$ cat src/rtl/conv_controller.sv
// conv_controller: sequences one convolver pass. Loads the kernel from a
// serial weight stream, clears the convolver, streams the activation map out
// of a synchronous-read buffer, flushes the MAC pipeline, and writes every
// accepted convolution result into the output buffer.
module conv_controller #(
  parameter int n         = 10,
  parameter int k         = 3,
  parameter int s         = 1,
  parameter int N         = 16,
  parameter int ADDR_W    = 16,
  parameter int DRAIN_MAX = 2*n+8
) (
  input  logic              clk,
  input  logic              global_rst_n,
  input  logic              start,
  output logic              busy,
  output logic              done,
  output logic              err,
  input  logic [N-1:0]      wt_data,
  input  logic              wt_valid,
  output logic              wt_ready,
  output logic              act_rd_en,
  output logic [ADDR_W-1:0] act_addr,
  input  logic [N-1:0]      act_data,
  output logic [k*k*N-1:0]  weight1,
  output logic              conv_rst,
  output logic              conv_ce,
  output logic [N-1:0]      conv_activation,
  input  logic [N-1:0]      conv_op,
  input  logic              valid_conv,
  output logic              out_we,
  output logic [ADDR_W-1:0] out_addr,
  output logic [N-1:0]      out_data
);

  localparam int KK      = k*k;
  localparam int NN      = n*n;
  localparam int O_SIDE  = (n-k)/s + 1;
  localparam int O_TOTAL = O_SIDE*O_SIDE;
  localparam int WC_W    = (KK > 1) ? $clog2(KK + 1) : 1;
  localparam int OC_W    = $clog2(O_TOTAL + 1);
  localparam int DC_W    = (DRAIN_MAX > 1) ? $clog2(DRAIN_MAX) : 1;

  localparam logic [WC_W-1:0]   WC_LAST    = WC_W'(KK-1);
  localparam logic [WC_W-1:0]   WC_ONE     = WC_W'(1);
  localparam logic [ADDR_W-1:0] ADDR_LAST  = ADDR_W'(NN-1);
  localparam logic [ADDR_W-1:0] ADDR_ONE   = ADDR_W'(1);
  localparam logic [OC_W-1:0]   O_TOTAL_C  = OC_W'(O_TOTAL);
  localparam logic [OC_W-1:0]   OC_ONE     = OC_W'(1);
  localparam logic [DC_W-1:0]   DRAIN_LAST = DC_W'(DRAIN_MAX-1);
  localparam logic [DC_W-1:0]   DC_ONE     = DC_W'(1);

  localparam logic [2:0] IDLE   = 3'd0;
  localparam logic [2:0] LOAD_W = 3'd1;
  localparam logic [2:0] CLEAR  = 3'd2;
  localparam logic [2:0] STREAM = 3'd3;
  localparam logic [2:0] DRAIN  = 3'd4;
  localparam logic [2:0] DONE   = 3'd5;

  logic [2:0]      state;
  logic [2:0]      state_next;
  logic [WC_W-1:0] wcnt;
  logic            clr_cnt;
  logic [DC_W-1:0] drain_cnt;
  logic [OC_W-1:0] out_cnt;
  logic            rd_d;
  logic            wt_accept;
  logic            out_accept;
  logic            drain_timeout;
  logic            pass_start;

  // The buffer returns data one cycle after the strobe, which is exactly the
  // cycle conv_ce rises, so the activation is gated straight from act_data.
  assign conv_activation = rd_d ? act_data : {N{1'b0}};

  // Next-state decode and the per-cycle handshake qualifiers.
  always_comb begin
    state_next    = state;
    wt_accept     = wt_valid && wt_ready;
    pass_start    = (state == IDLE) && start;
    drain_timeout = 1'b0;
    if (((state == STREAM) || (state == DRAIN)) && (out_cnt < O_TOTAL_C)) begin
      out_accept = valid_conv;
    end else begin
      out_accept = 1'b0;
    end
    case (state)
      IDLE: begin
        if (start) state_next = LOAD_W;
        else       state_next = IDLE;
      end
      LOAD_W: begin
        if (wt_accept && (wcnt == WC_LAST)) state_next = CLEAR;
        else                                state_next = LOAD_W;
      end
      CLEAR: begin
        if (clr_cnt) state_next = STREAM;
        else         state_next = CLEAR;
      end
      STREAM: begin
        if (act_addr == ADDR_LAST) state_next = DRAIN;
        else                       state_next = STREAM;
      end
      DRAIN: begin
        // A completed pass wins over a timeout landing on the same cycle.
        if (out_cnt == O_TOTAL_C) begin
          state_next = DONE;
        end else if (drain_cnt == DRAIN_LAST) begin
          state_next    = DONE;
          drain_timeout = 1'b1;
        end else begin
          state_next = DRAIN;
        end
      end
      DONE:    state_next = IDLE;
      default: state_next = IDLE;
    endcase
  end

  // Sequencer state, counters and the registered control outputs.
  always_ff @(posedge clk or negedge global_rst_n) begin
    if (!global_rst_n) begin
      state     <= IDLE;
      busy      <= 1'b0;
      done      <= 1'b0;
      err       <= 1'b0;
      wt_ready  <= 1'b0;
      conv_rst  <= 1'b1;
      act_rd_en <= 1'b0;
      rd_d      <= 1'b0;
      conv_ce   <= 1'b0;
      wcnt      <= {WC_W{1'b0}};
      clr_cnt   <= 1'b0;
      drain_cnt <= {DC_W{1'b0}};
      act_addr  <= {ADDR_W{1'b0}};
    end else begin
      state     <= state_next;
      busy      <= (state_next != IDLE);
      done      <= (state_next == DONE);
      wt_ready  <= (state_next == LOAD_W);
      conv_rst  <= (state_next == CLEAR);
      act_rd_en <= (state_next == STREAM);
      rd_d      <= act_rd_en;
      conv_ce   <= (state_next == DRAIN) || ((state_next == STREAM) && act_rd_en);
      clr_cnt   <= (state == CLEAR) ? ~clr_cnt : 1'b0;
      drain_cnt <= (state == DRAIN) ? (drain_cnt + DC_ONE) : {DC_W{1'b0}};
      if (pass_start) begin
        wcnt <= {WC_W{1'b0}};
      end else if (wt_accept) begin
        wcnt <= wcnt + WC_ONE;
      end
      if (pass_start) begin
        err <= 1'b0;
      end else if (drain_timeout) begin
        err <= 1'b1;
      end
      // Address parks on the last pixel once streaming ends.
      if (state == CLEAR) begin
        act_addr <= {ADDR_W{1'b0}};
      end else if ((state == STREAM) && (act_addr != ADDR_LAST)) begin
        act_addr <= act_addr + ADDR_ONE;
      end
    end
  end

  // Kernel register: each accepted beat lands in the slot named by wcnt and
  // the whole bus holds until the next load overwrites it.
  always_ff @(posedge clk or negedge global_rst_n) begin
    if (!global_rst_n) begin
      weight1 <= {(KK*N){1'b0}};
    end else begin
      for (int i = 0; i < KK; i++) begin
        if (wt_accept && (wcnt == WC_W'(i))) weight1[N*i +: N] <= wt_data;
      end
    end
  end

  // Result capture: registers one output-buffer write per accepted valid and
  // silently drops anything beyond the expected output count.
  always_ff @(posedge clk or negedge global_rst_n) begin
    if (!global_rst_n) begin
      out_cnt  <= {OC_W{1'b0}};
      out_we   <= 1'b0;
      out_addr <= {ADDR_W{1'b0}};
      out_data <= {N{1'b0}};
    end else begin
      out_we <= out_accept;
      if (pass_start) begin
        out_cnt <= {OC_W{1'b0}};
      end else if (out_accept) begin
        out_cnt  <= out_cnt + OC_ONE;
        out_addr <= ADDR_W'(out_cnt);
        out_data <= conv_op;
      end
    end
  end

endmodule

$ cat config.mk
export PLATFORM = sky130hd
export DESIGN_NAME = conv_controller
export DESIGN_NICKNAME = d
export VERILOG_FILES = /design/src/rtl/conv_controller.sv
export SDC_FILE = /design/constraint.sdc
export NUM_CORES = 1
export LEC_CHECK = 0
export ABC_CLOCK_PERIOD_IN_PS = 2150
export BUFFER_PORTS_ARGS = -buffer_cell sky130_fd_sc_hd__buf_2
export CAP_MARGIN = 20
export CORE_AREA = 5 5 146 148
export DETAILED_ROUTE_END_ITERATION = 8
export DIE_AREA = 0 0 151 153
export PLACE_DENSITY = 0.75
export SYNTH_ARGS = -nofsm -noshare
export SYNTH_HDL_FRONTEND = slang
export SYNTH_SLANG_ARGS = --single-unit
$ cat constraint.sdc
create_clock -name clk -period 2.15 [get_ports clk]
set_clock_uncertainty 0.1 [all_clocks]
set_input_delay 0.215 -clock clk [delete_from_list [all_inputs] [get_ports clk]]
set_output_delay 0.215 -clock clk [all_outputs]
set_load 0.05 [all_outputs]
==> results.rst <==
.. list-table::
   :header-rows: 1

   * - Metric
     - Value
   * - Antenna diodes
     - 0
   * - Worst Path Arrival
     - 2.37 ns
   * - Worst reg2reg endpoint
     - act_addr[7]
   * - First-pass iteration count of the detailed router
     - 4
   * - Number of setup buffers added after CTS
     - 0
   * - Avg Vias per Cell
     - 5.04
   * - Count of final hold-check violations
     - 0
   * - Worst reg2reg startpoint
     - act_addr[0]
   * - Num ports
     - 269
   * - Summed instance area of the synthesized netlist
     - 8700 um2
   * - Maximum Capacitance Violations
     - 0
   * - Crit. End Element
     - flop
   * - Core box area
     - 19,900 um2
   * - Post-synthesis sequential area ratio
     - 61.0%
   * - Setup violations, final
     - 0
   * - Pins Over Slew Limit
     - 0
   * - Net count, final
     - 995
   * - Row cnt
     - 52
   * - Sinks on the clock net
     - 212
   * - Starting density of the core
     - 43.7%
   * - Filler instances
     - 1,583
   * - Post-Place Worst Slack
     - 0.102 ns
   * - HP Class
     - in2reg
   * - Number of global-route vias before repair
     - 6,362
   * - Worst relative slew slack
     - 53.7%
   * - Most common flop cell mapped by yosys
     - dfrtp_1
   * - Register bit total from synthesis
     - 212
   * - Depth of the most critical reg-to-reg path
     - 6
   * - Max IR drop VDD
     - 0.000594 V
   * - Actual transition at the worst max-transition pin
     - 0.686 ns
   * - Clock transition at the registers of the reported paths
     - 0.06 ns
   * - Setup WS post-layout
     - 0.121 ns
   * - Hold-critical path depth
     - 2
   * - Area occupied by multi-input gates
     - 3200 um2
   * - Cell count after synthesis
     - 618
   * - DRC errors left
     - 0
   * - Post-route fraction of the period consumed by the critical path
     - 94.4%
   * - Crit path capture
     - act_addr[7]
   * - Count of input and output buffers
     - 259
   * - Count of distinct cell types in the synthesized netlist
     - 56
   * - Number of vias after detailed routing
     - 6,153
   * - Clk root buf
     - clkbuf_16
   * - Post-synth EDFFs
     - 0
   * - Launching element of the worst setup path
     - act_addr[0]
   * - Pin count of the biggest net entering global routing
     - 66
   * - Per-instance average area after synthesis
     - 14.1 um2
   * - Top library cells by usage in the layout, fill and taps aside
     - buf_2 (258), dfrtp_1 (209), mux2_2 (166), dlygate4sd3_1 (31), nand2_1 (26)
   * - First DRT Iteration DRCs
     - 236
   * - Num CTS Buffers
     - 23
   * - P&R area growth vs syn
     - 33.2%
   * - Seq. cell area
     - 5310 um2
   * - Share of layout cells above drive strength 1
     - 53.6%
   * - Min Clock Period, post-route
     - 2.03 ns
   * - Setup TNS Final
     - 0 ns
   * - Number of buffers on the longest clock path
     - 3
   * - Gr usage total
     - 18.7%
   * - Unrepaired setup endpoints after global routing
     - no
   * - Number of warning messages in the yosys log
     - 0
   * - Most common library cell in the layout ignoring fill and taps
     - buf_2
   * - Latest clock arrival within the worst-skew pair
     - 0.51 ns
   * - Die Outline Area
     - 23,100 um2
   * - Gr ovfl total
     - 0
   * - Crit Path Max Fanout
     - 16
   * - Antenna violations before repair
     - 0
   * - Top achievable clock speed
     - 493 MHz
   * - Routed length per placed instance
     - 18.0 um
   * - Die H
     - 153 um
   * - Type of the worst setup path
     - reg2reg
   * - Ratio of total power to cell area
     - 840 nW/um2
   * - Outcome
     - completed
   * - Required @ worst endpoint
     - 2.49 ns
   * - Setup slack of the most critical reg-to-reg path
     - 0.12 ns
   * - Async S/R FF share, synth
     - 100%
   * - Remaining antenna violation count
     - 0
   * - TritonCTS clock tree
     - yes
   * - Wire length of the first global-routing pass
     - 35,000 um
   * - Weighted congestion at the end of routability-driven global placement
     - 0.800
   * - Die width
     - 151 um
   * - Sort of element at the start of the critical path
     - flop
   * - Reported leakage power
     - 0.00627 uW
   * - DPL Wire Length
     - 15,400 um
   * - Post-detailed-routing wire length
     - 22,000 um
   * - H-tree lvl count
     - 1
[power breakdown]
part	leakage, uW	total [uW]	internal (uW)	switching (uW)
Combinational	0.00304	1390	423	972
Clock	0.000395	3990	2410	1580
Sequential	0.00283	4350	4190	162
[per-stage QoR]
step | util (%) | hold slack, ns | instance area (um2) | cells | power, uW
2_1_floorplan | - | -0.181 | 8730 | 626 | 5340
3_3_place_gp | 52.6 | 0.0915 | 10500 | 1148 | 5750
3_5_place_dp | 52.6 | 0.0932 | 10500 | 1148 | 5780
4_1_cts | 58.1 | 0.00107 | 11600 | 1221 | 9860
5_1_grt | 58.2 | 0.00154 | 11600 | 1221 | 10200
6_report | 58.2 | 0.0135 | 11600 | 1221 | 9730
[sequential cells by signal, indices dropped and copies added, names as in the netlist]
signal / cells
out_cnt: 7
conv_rst: 1
rd_d: 1
clr_cnt: 1
conv_ce: 1
wcnt: 4
state: 3
err: 1
drain_cnt: 5
weight1: 144
out_addr: 7
done: 1
out_data: 16
act_addr: 16
busy: 1
out_we: 1
act_rd_en: 1
wt_ready: 1
[metal layers]
layer	vias to the layer above	GRT usage [%]	part of all wire, %
met5	-	0	0
met4	0	5.27	2.3
met3	32	4.65	8.3
met2	212	31.3	48
met1	3074	24.3	41
li1	2835	-	-
[cell type report]
type                    instances  area share, %
clock buffers                  35           6.13
flip-flops and latches        212           45.8
inverters                      10          0.324
clock inverters                 7          0.648
repair buffers                317           16.6
well taps                     270           2.92
multi-input cells             370           27.6
[how the worst min path moves through the flow]
stage | from | to
floorplan | global_rst_n | act_addr[0]
global placement | global_rst_n | weight1[91]
detailed placement | global_rst_n | weight1[89]
CTS | wt_data[7] | weight1[103]
global route | wt_data[1] | weight1[49]
finish | wt_data[1] | weight1[49]
[cells in the mapped netlist, drive strengths merged, types with 6 or more instances]
master / number / area share (%)
nand4: 7 / 0.50
mux2i: 7 / 0.81
or4: 7 / 0.60
and2: 19 / 1.4
nand2: 31 / 1.5
mux2: 166 / 21
dfrtp: 211 / 61
buf: 28 / 2.1
nand3: 13 / 0.81
ha: 8 / 1.2
nor2: 20 / 0.89
a21oi: 10 / 0.70
o31ai: 9 / 0.83
clkbuf: 6 / 0.26
o21ai: 8 / 0.46
inv: 10 / 0.43
[timing repair]
| action | CTS | global route |
|---|---|---|
| endpoints found under the setup margin | 0 | 3 |
| hold endpoints to repair | 344 | 0 |
| gates resized for setup | 0 | 3 |
| hold buffers | 31 | 0 |
[worst max-delay path, stage by stage, from the launching register on]
cell and delay, ns:
dfrtp_2 0.44, ha_2 0.21, nor4b_1 0.15, and4_1 0.19, buf_4 0.19, or4_1 0.53
a21oi_2 0.15
[kinds of logic (layout without fill, tap and decap cells)]
family / count (synthesis) / after routing / share of synthesized area, %
AOI/OAI and AO/OA: 41 / 41 / 3.41
xor gates and xnor gates: 7 / 7 / 0.705
adders and majority gates: 8 / 8 / 1.15
buffers and inverters: 44 / 369 / 2.75
DFF: 212 / 212 / 61.0
muxes: 173 / 173 / 22.3
other: 1 / 9 / 0.0431
and+or+nand+nor: 132 / 132 / 8.66
(Power assumes the default switching activity.)
